[src/rtl/mips_pkg.sv]
// Shared definitions for the multicycle MIPS control path: controller states,
// opcode/funct fields, ALU control codes and datapath select encodings.
package mips_pkg;

    typedef enum logic [3:0] {
        FETCH   = 4'd0,
        DECODE  = 4'd1,
        MEMADR  = 4'd2,
        MEMRD   = 4'd3,
        MEMWB   = 4'd4,
        MEMWR   = 4'd5,
        RTYPEEX = 4'd6,
        RTYPEWB = 4'd7,
        BEQEX   = 4'd8,
        ADDIEX  = 4'd9,
        ADDIWB  = 4'd10,
        JEX     = 4'd11
    } ctrl_state_t;

    localparam logic [5:0] OP_RTYPE = 6'b000000;
    localparam logic [5:0] OP_LW    = 6'b100011;
    localparam logic [5:0] OP_SW    = 6'b101011;
    localparam logic [5:0] OP_BEQ   = 6'b000100;
    localparam logic [5:0] OP_ADDI  = 6'b001000;
    localparam logic [5:0] OP_J     = 6'b000010;

    localparam logic [5:0] FUNCT_ADD = 6'b100000;
    localparam logic [5:0] FUNCT_SUB = 6'b100010;
    localparam logic [5:0] FUNCT_AND = 6'b100100;
    localparam logic [5:0] FUNCT_OR  = 6'b100101;
    localparam logic [5:0] FUNCT_SLT = 6'b101010;

    localparam logic [2:0] ALU_ADD = 3'b010;
    localparam logic [2:0] ALU_SUB = 3'b110;
    localparam logic [2:0] ALU_AND = 3'b000;
    localparam logic [2:0] ALU_OR  = 3'b001;
    localparam logic [2:0] ALU_SLT = 3'b111;

    localparam logic [1:0] ALUOP_ADD   = 2'b00;
    localparam logic [1:0] ALUOP_SUB   = 2'b01;
    localparam logic [1:0] ALUOP_FUNCT = 2'b10;

    localparam logic [1:0] SRCB_REGB  = 2'b00;
    localparam logic [1:0] SRCB_FOUR  = 2'b01;
    localparam logic [1:0] SRCB_IMM   = 2'b10;
    localparam logic [1:0] SRCB_IMMSH = 2'b11;

    localparam logic [1:0] PCSRC_ALURESULT = 2'b00;
    localparam logic [1:0] PCSRC_ALUOUT    = 2'b01;
    localparam logic [1:0] PCSRC_JUMP      = 2'b10;

    function automatic logic op_supported(input logic [5:0] op);
        return (op == OP_RTYPE) || (op == OP_LW) || (op == OP_SW) ||
               (op == OP_BEQ)   || (op == OP_ADDI) || (op == OP_J);
    endfunction

endpackage

[src/rtl/multicycle_controller_alu_decoder.sv]
// Maps the FSM's aluop request and the R-type funct field onto ALU control,
// flagging funct codes the ALU does not implement.
module alu_decoder
    import mips_pkg::*;
(
    input  logic [1:0] aluop,
    input  logic [5:0] funct,
    output logic [2:0] alucont,
    output logic       illegal_funct
);

    // NOTE: every output gets a default before the case so no path leaves it
    // unassigned; otherwise synthesis infers a latch to hold the old value.
    always_comb begin
        alucont       = ALU_ADD;
        illegal_funct = 1'b0;
        case (aluop)
            ALUOP_SUB:   alucont = ALU_SUB;
            ALUOP_FUNCT: begin
                case (funct)
                    FUNCT_ADD: alucont = ALU_ADD;
                    FUNCT_SUB: alucont = ALU_SUB;
                    FUNCT_AND: alucont = ALU_AND;
                    FUNCT_OR:  alucont = ALU_OR;
                    FUNCT_SLT: alucont = ALU_SLT;
                    default:   illegal_funct = 1'b1;
                endcase
            end
            default:     alucont = ALU_ADD;
        endcase
    end

endmodule

[src/rtl/multicycle_controller.sv]
// Moore control FSM of the multicycle MIPS core: sequences fetch, decode,
// execute, memory and writeback, and drives every datapath select/enable.
module multicycle_controller
    import mips_pkg::*;
(
    input  logic       clk,
    input  logic       reset,
    input  logic [5:0] op,
    input  logic [5:0] funct,
    input  logic       zero,
    output logic       pcen,
    output logic       memwrite,
    output logic       irwrite,
    output logic       regwrite,
    output logic       alusrca,
    output logic       iord,
    output logic       memtoreg,
    output logic       regdst,
    output logic [1:0] alusrcb,
    output logic [1:0] pcsrc,
    output logic [2:0] alucont,
    output logic       illegal
);

    ctrl_state_t state, state_next;
    logic        pcwrite, branch, illegal_op, illegal_funct;
    logic [1:0]  aluop;

    // NOTE: state is sequential, so it is updated with non-blocking assignment;
    // blocking here would race with any other clocked reader of state.
    always_ff @(posedge clk or posedge reset) begin
        if (reset) state <= FETCH;
        else       state <= state_next;
    end

    always_comb begin
        state_next = FETCH;
        case (state)
            FETCH:   state_next = DECODE;
            DECODE: begin
                case (op)
                    OP_LW, OP_SW: state_next = MEMADR;
                    OP_RTYPE:     state_next = RTYPEEX;
                    OP_BEQ:       state_next = BEQEX;
                    OP_ADDI:      state_next = ADDIEX;
                    OP_J:         state_next = JEX;
                    default:      state_next = FETCH;
                endcase
            end
            MEMADR:  state_next = (op == OP_LW) ? MEMRD : MEMWR;
            MEMRD:   state_next = MEMWB;
            RTYPEEX: state_next = RTYPEWB;
            ADDIEX:  state_next = ADDIWB;
            default: state_next = FETCH;
        endcase
    end

    always_comb begin
        pcwrite    = 1'b0;
        branch     = 1'b0;
        memwrite   = 1'b0;
        irwrite    = 1'b0;
        regwrite   = 1'b0;
        alusrca    = 1'b0;
        iord       = 1'b0;
        memtoreg   = 1'b0;
        regdst     = 1'b0;
        alusrcb    = SRCB_REGB;
        pcsrc      = PCSRC_ALURESULT;
        aluop      = ALUOP_ADD;
        illegal_op = 1'b0;
        case (state)
            FETCH: begin
                irwrite = 1'b1;
                pcwrite = 1'b1;
                alusrcb = SRCB_FOUR;
            end
            DECODE: begin
                alusrcb    = SRCB_IMMSH;
                illegal_op = !op_supported(op);
            end
            MEMADR, ADDIEX: begin
                alusrca = 1'b1;
                alusrcb = SRCB_IMM;
            end
            MEMRD:   iord = 1'b1;
            MEMWB: begin
                regwrite = 1'b1;
                memtoreg = 1'b1;
            end
            MEMWR: begin
                iord     = 1'b1;
                memwrite = 1'b1;
            end
            RTYPEEX: begin
                alusrca = 1'b1;
                aluop   = ALUOP_FUNCT;
            end
            RTYPEWB: begin
                regwrite = 1'b1;
                regdst   = 1'b1;
            end
            BEQEX: begin
                alusrca = 1'b1;
                aluop   = ALUOP_SUB;
                pcsrc   = PCSRC_ALUOUT;
                branch  = 1'b1;
            end
            ADDIWB:  regwrite = 1'b1;
            JEX: begin
                pcwrite = 1'b1;
                pcsrc   = PCSRC_JUMP;
            end
            default: ;
        endcase
    end

    alu_decoder u_alu_decoder (
        .aluop         (aluop),
        .funct         (funct),
        .alucont       (alucont),
        .illegal_funct (illegal_funct)
    );

    // The decoder only flags funct when asked to decode it, i.e. in RTYPEEX.
    assign illegal = illegal_op | illegal_funct;
    assign pcen    = pcwrite | (branch & zero);

endmodule

[config.mk]
export PLATFORM = sky130hd
export DESIGN_NAME = multicycle_controller
export DESIGN_NICKNAME = d
export VERILOG_FILES = /design/src/rtl/mips_pkg.sv /design/src/rtl/multicycle_controller_alu_decoder.sv /design/src/rtl/multicycle_controller.sv
export SDC_FILE = /design/constraint.sdc
export NUM_CORES = 1
export LEC_CHECK = 0
export BUFFER_PORTS_ARGS = -buffer_cell sky130_fd_sc_hd__buf_2
export CORE_UTILIZATION = 39
export DETAILED_ROUTE_END_ITERATION = 8
export PLACE_DENSITY = 0.7
export SLEW_MARGIN = 10
export SYNTH_ARGS = -nofsm -noshare
export SYNTH_HDL_FRONTEND = slang
export SYNTH_SLANG_ARGS = --single-unit
[constraint.sdc]
create_clock -name clk -period 5 [get_ports clk]
set_clock_uncertainty 0.15 [all_clocks]
set_input_delay 0.25 -clock clk [delete_from_list [all_inputs] [get_ports clk]]
set_output_delay 0.25 -clock clk [all_outputs]
set_load 0.005 [all_outputs]
==> results.tsv <==
stage	metric	value	unit
power_and_ir_drop	switching_share	42.6	%
layout	largestRegisters	state (4)	
synthesis	yosysWarningCount	0	
sta	hold_violations	0	
placement	hpwl	1.07	mm
layout	final_core_util	60.2	%
critical_path	worstSetupStartpointType	flip-flop	
sta	hold_slack	0.199	ns
sta	period_minus_slack	2.54	ns
drt	drc	0	
placement	port_buffers	30	
layout	largest_reg_flops	4	
synthesis	netlist_instances	78	
critical_path	worstPathMaxFanout	8	
critical_path	regToRegSetupSlack	3.60	ns
critical_path	endpoint_kind	output port	
clocking	cts.clk_slew.worst_paths	0.04	ns
sta	rsz0062_at_grt	no	
floorplan	core_area	0.00119	mm²
global_routing	antenna_found_initial	0	
clocking	clock_sinks	4	
min_path	hold_class	in -> reg	
layout	stdcell_count	123	
synthesis	seq_area_frac_synth	19.0	%
synthesis	synth_fp_nets	95	
critical_path	r2r_end	state[2]$_DFF_PP0_	
global_routing	grt_pass1_wl	2.22	mm
synthesis	avgSynthCellArea	6.77	µm²
synthesis	async_reset_ff_share	100	%
power_and_ir_drop	power.switching	0.0000867	W
sta	setup_violations	0	
drt	ant_nets	0	
min_path	hold_path_end	state[2]$_DFF_PP0_	
outcome	status	complete, no violations	
critical_path	max_stage_delay	0.45	ns
synthesis	syn_area	528	µm²
power_and_ir_drop	comb_power_share	49.7	%
power_and_ir_drop	p_int	0.000117	W
critical_path	cpMostUsedCell	inv_1	
min_path	min_from	op[5]	
critical_path	crit_type	reg -> out	
global_routing	grt_max_degree	15	
clocking	clock_latency	0.24	ns
power_and_ir_drop	p_leak	0.357	nW
clocking	cts_tree	yes	
drt	first_pass_iters	4	
critical_path	cp_cell_sequence	inv_1 > nand2_1 > or2_2 > inv_1 > ha_1 > a21bo_2 > a31oi_1 > a41o_1 > buf_2	
clocking	cts_buffers	3	
layout	fillCellCount	121	
synthesis	synth_area_leaders	dfrtp_1 (19%), nor2_1 (8.5%), nand2b_1 (5.9%), nand2_1 (5.7%), xor2_1 (5.0%)	
power_and_ir_drop	p_seq_share	30.3	%
clocking	clockBufferDepth	2	
floorplan	die_area	0.00151	mm²
drt	wire_per_inst	11.3	µm
sta	drv_slew	0	
floorplan	die_h	38.8	µm
placement	gp_congestion	0.742	
drt	dr_wl_met3	88	µm
placement	place_ws	2.71	ns
sta	worst_pin_slew	0.391	ns
drt	drt_wl_total	1.39	mm
synthesis	synth-seq-cells	4	
synthesis	yosysTopAreaCell	dfrtp_1	
critical_path	cpMaxStageDelayCell	dfrtp_1	
layout	final-seq-area	100	µm²
global_routing	gr-total-overflow	0	
sta	fin_crit_sh	50.8	%
drt	drt-initial-drc-count	20	
power_and_ir_drop	clkPwrFrac	20.0	%
layout	area_growth	35.3	%
synthesis	synth.top_cell.area_share	19.0	%
critical_path	rr_startpoint	state[2]$_DFF_PP0_	
floorplan	row_count	12	
power_and_ir_drop	peakVddDrop	180	µV
floorplan	start_util	44.5	%
sta	layout_setup_ws	2.46	ns
sta	fmax	0.393	GHz
clocking	cts_max_level	1	
layout	multi_input_area	395	µm²
clocking	cts-root-buf	clkbuf_4	
floorplan	die_x	38.8	µm
synthesis	yosys_most_used_dff	dfrtp_1	
drt	viasPerCell	5.50	
critical_path	reg2reg_depth	3	
drt	met2_length	628	µm
global_routing	groute.usage.overall	20.9	%
power_and_ir_drop	p_per_area	285	mW/mm²
synthesis	ys_types	33	
layout	antenna_cells	0	
drt	m1WireLength	661	µm
floorplan	pin_count	31	
synthesis	synth-edff-count	0	
layout	final_nets	128	
layout	drive_gt1_share	33.0	%
drt	highest_layer	met4	
critical_path	path_buf_inv	3	
synthesis	yosysMostFrequentCell	nor2_1	
sta	slew_headroom	73.9	%
clocking	cts_resized	0	
placement	dp_cells	119	
min_path	holdPathStages	4	
job	cap_violations	0	
critical_path	required	4.60	ns
sta	fin_tns_setup	0	ns
layout	top_register	state	
drt	vias	676	
clocking	postCtsSetupBuffers	0	
synthesis	synth_common_cells	nor2_1 (12), nand2_1 (8), a21oi_1 (5), inv_1 (5), nand2b_1 (5)	
global_routing	grt_pass1_vias	532	
critical_path	worstPathArrival	2.14	ns
critical_path	critical-path-top-delay-family	compound AO/OA/AOI/OAI gates	
metal layers:
| layer | track usage, % | vias up |
|---|---|---|
| met5 | 0 | - |
| met4 | 7.76 | 0 |
| met3 | 5.20 | 2 |
| met2 | 31.7 | 30 |
| met1 | 28.0 | 294 |
| li1 | - | 350 |
worst max-delay path by stage:
stage,start,endpoint,depth (start not counted)
2_1_floorplan,state[3]$_DFF_PP0_,illegal,8
3_3_place_gp,state[3]$_DFF_PP0_,illegal,9
3_5_place_dp,state[0]$_DFF_PP0_,illegal,8
4_1_cts,state[0]$_DFF_PP0_,illegal,8
5_1_grt,state[2]$_DFF_PP0_,illegal,8
6_report,state[3]$_DFF_PP0_,illegal,9
power by group through the flow:
stage	sequential, W	clock (W)	combinational, W
global route	0.0000635	0.0000438	0.000117
floorplan	0.0000445	0	0.0000742
finish	0.0000616	0.0000407	0.000101
global placement	0.0000613	0	0.0000998
CTS	0.0000615	0.0000418	0.000102
detailed placement	0.0000619	0	0.000100
cell type report:
class	instances	share of cell area, %
clock buffers	3	3.15
well taps	14	2.45
repair buffers	31	22.4
multi-input cells	66	55.3
flip-flops and latches	4	14.0
inverters	5	2.63
worst min-delay path: stages:
cell and delay (ns):
buf_2 0.13, o41ai_1 0.08, nand2_1 0.05, nor2_1 0.04
layout by cell type, fill, tap and decap left out, types with 2 or more instances in the layout:
cell type / instances
a21oi_1: 5
buf_2: 30
clkbuf_4: 3
dfrtp_1: 4
ha_1: 2
inv_1: 5
nand2_1: 8
nand2b_1: 5
nand3_1: 2
nand4_1: 2
nor2_1: 12
nor3_1: 4
o21ai_0: 4
xor2_1: 3
cells by family (layout without fill, tap and decap cells):
logic type	Yosys count	count (layout)	synth area share, %
flops	4	4	19.0
buf+inv	8	39	6.16
simple gates	41	41	39.1
compound gates	20	20	26.1
fa+ha+maj	2	2	4.74
xor+xnor	3	3	4.98
stage by stage:
| stage | instance area (µm²) | power, W |
|---|---|---|
| 6_report | 714 | 0.000204 |
| 5_1_grt | 714 | 0.000225 |
| 4_1_cts | 714 | 0.000205 |
| 3_5_place_dp | 682 | 0.000162 |
| 3_3_place_gp | 682 | 0.000161 |
| 2_1_floorplan | 528 | 0.000119 |
timing repair:
item	CTS	global route
hold buffers	1	0
endpoints found under the setup margin	0	0
endpoints found under the hold margin	4	0
Power figures use the tool's default switching activity.
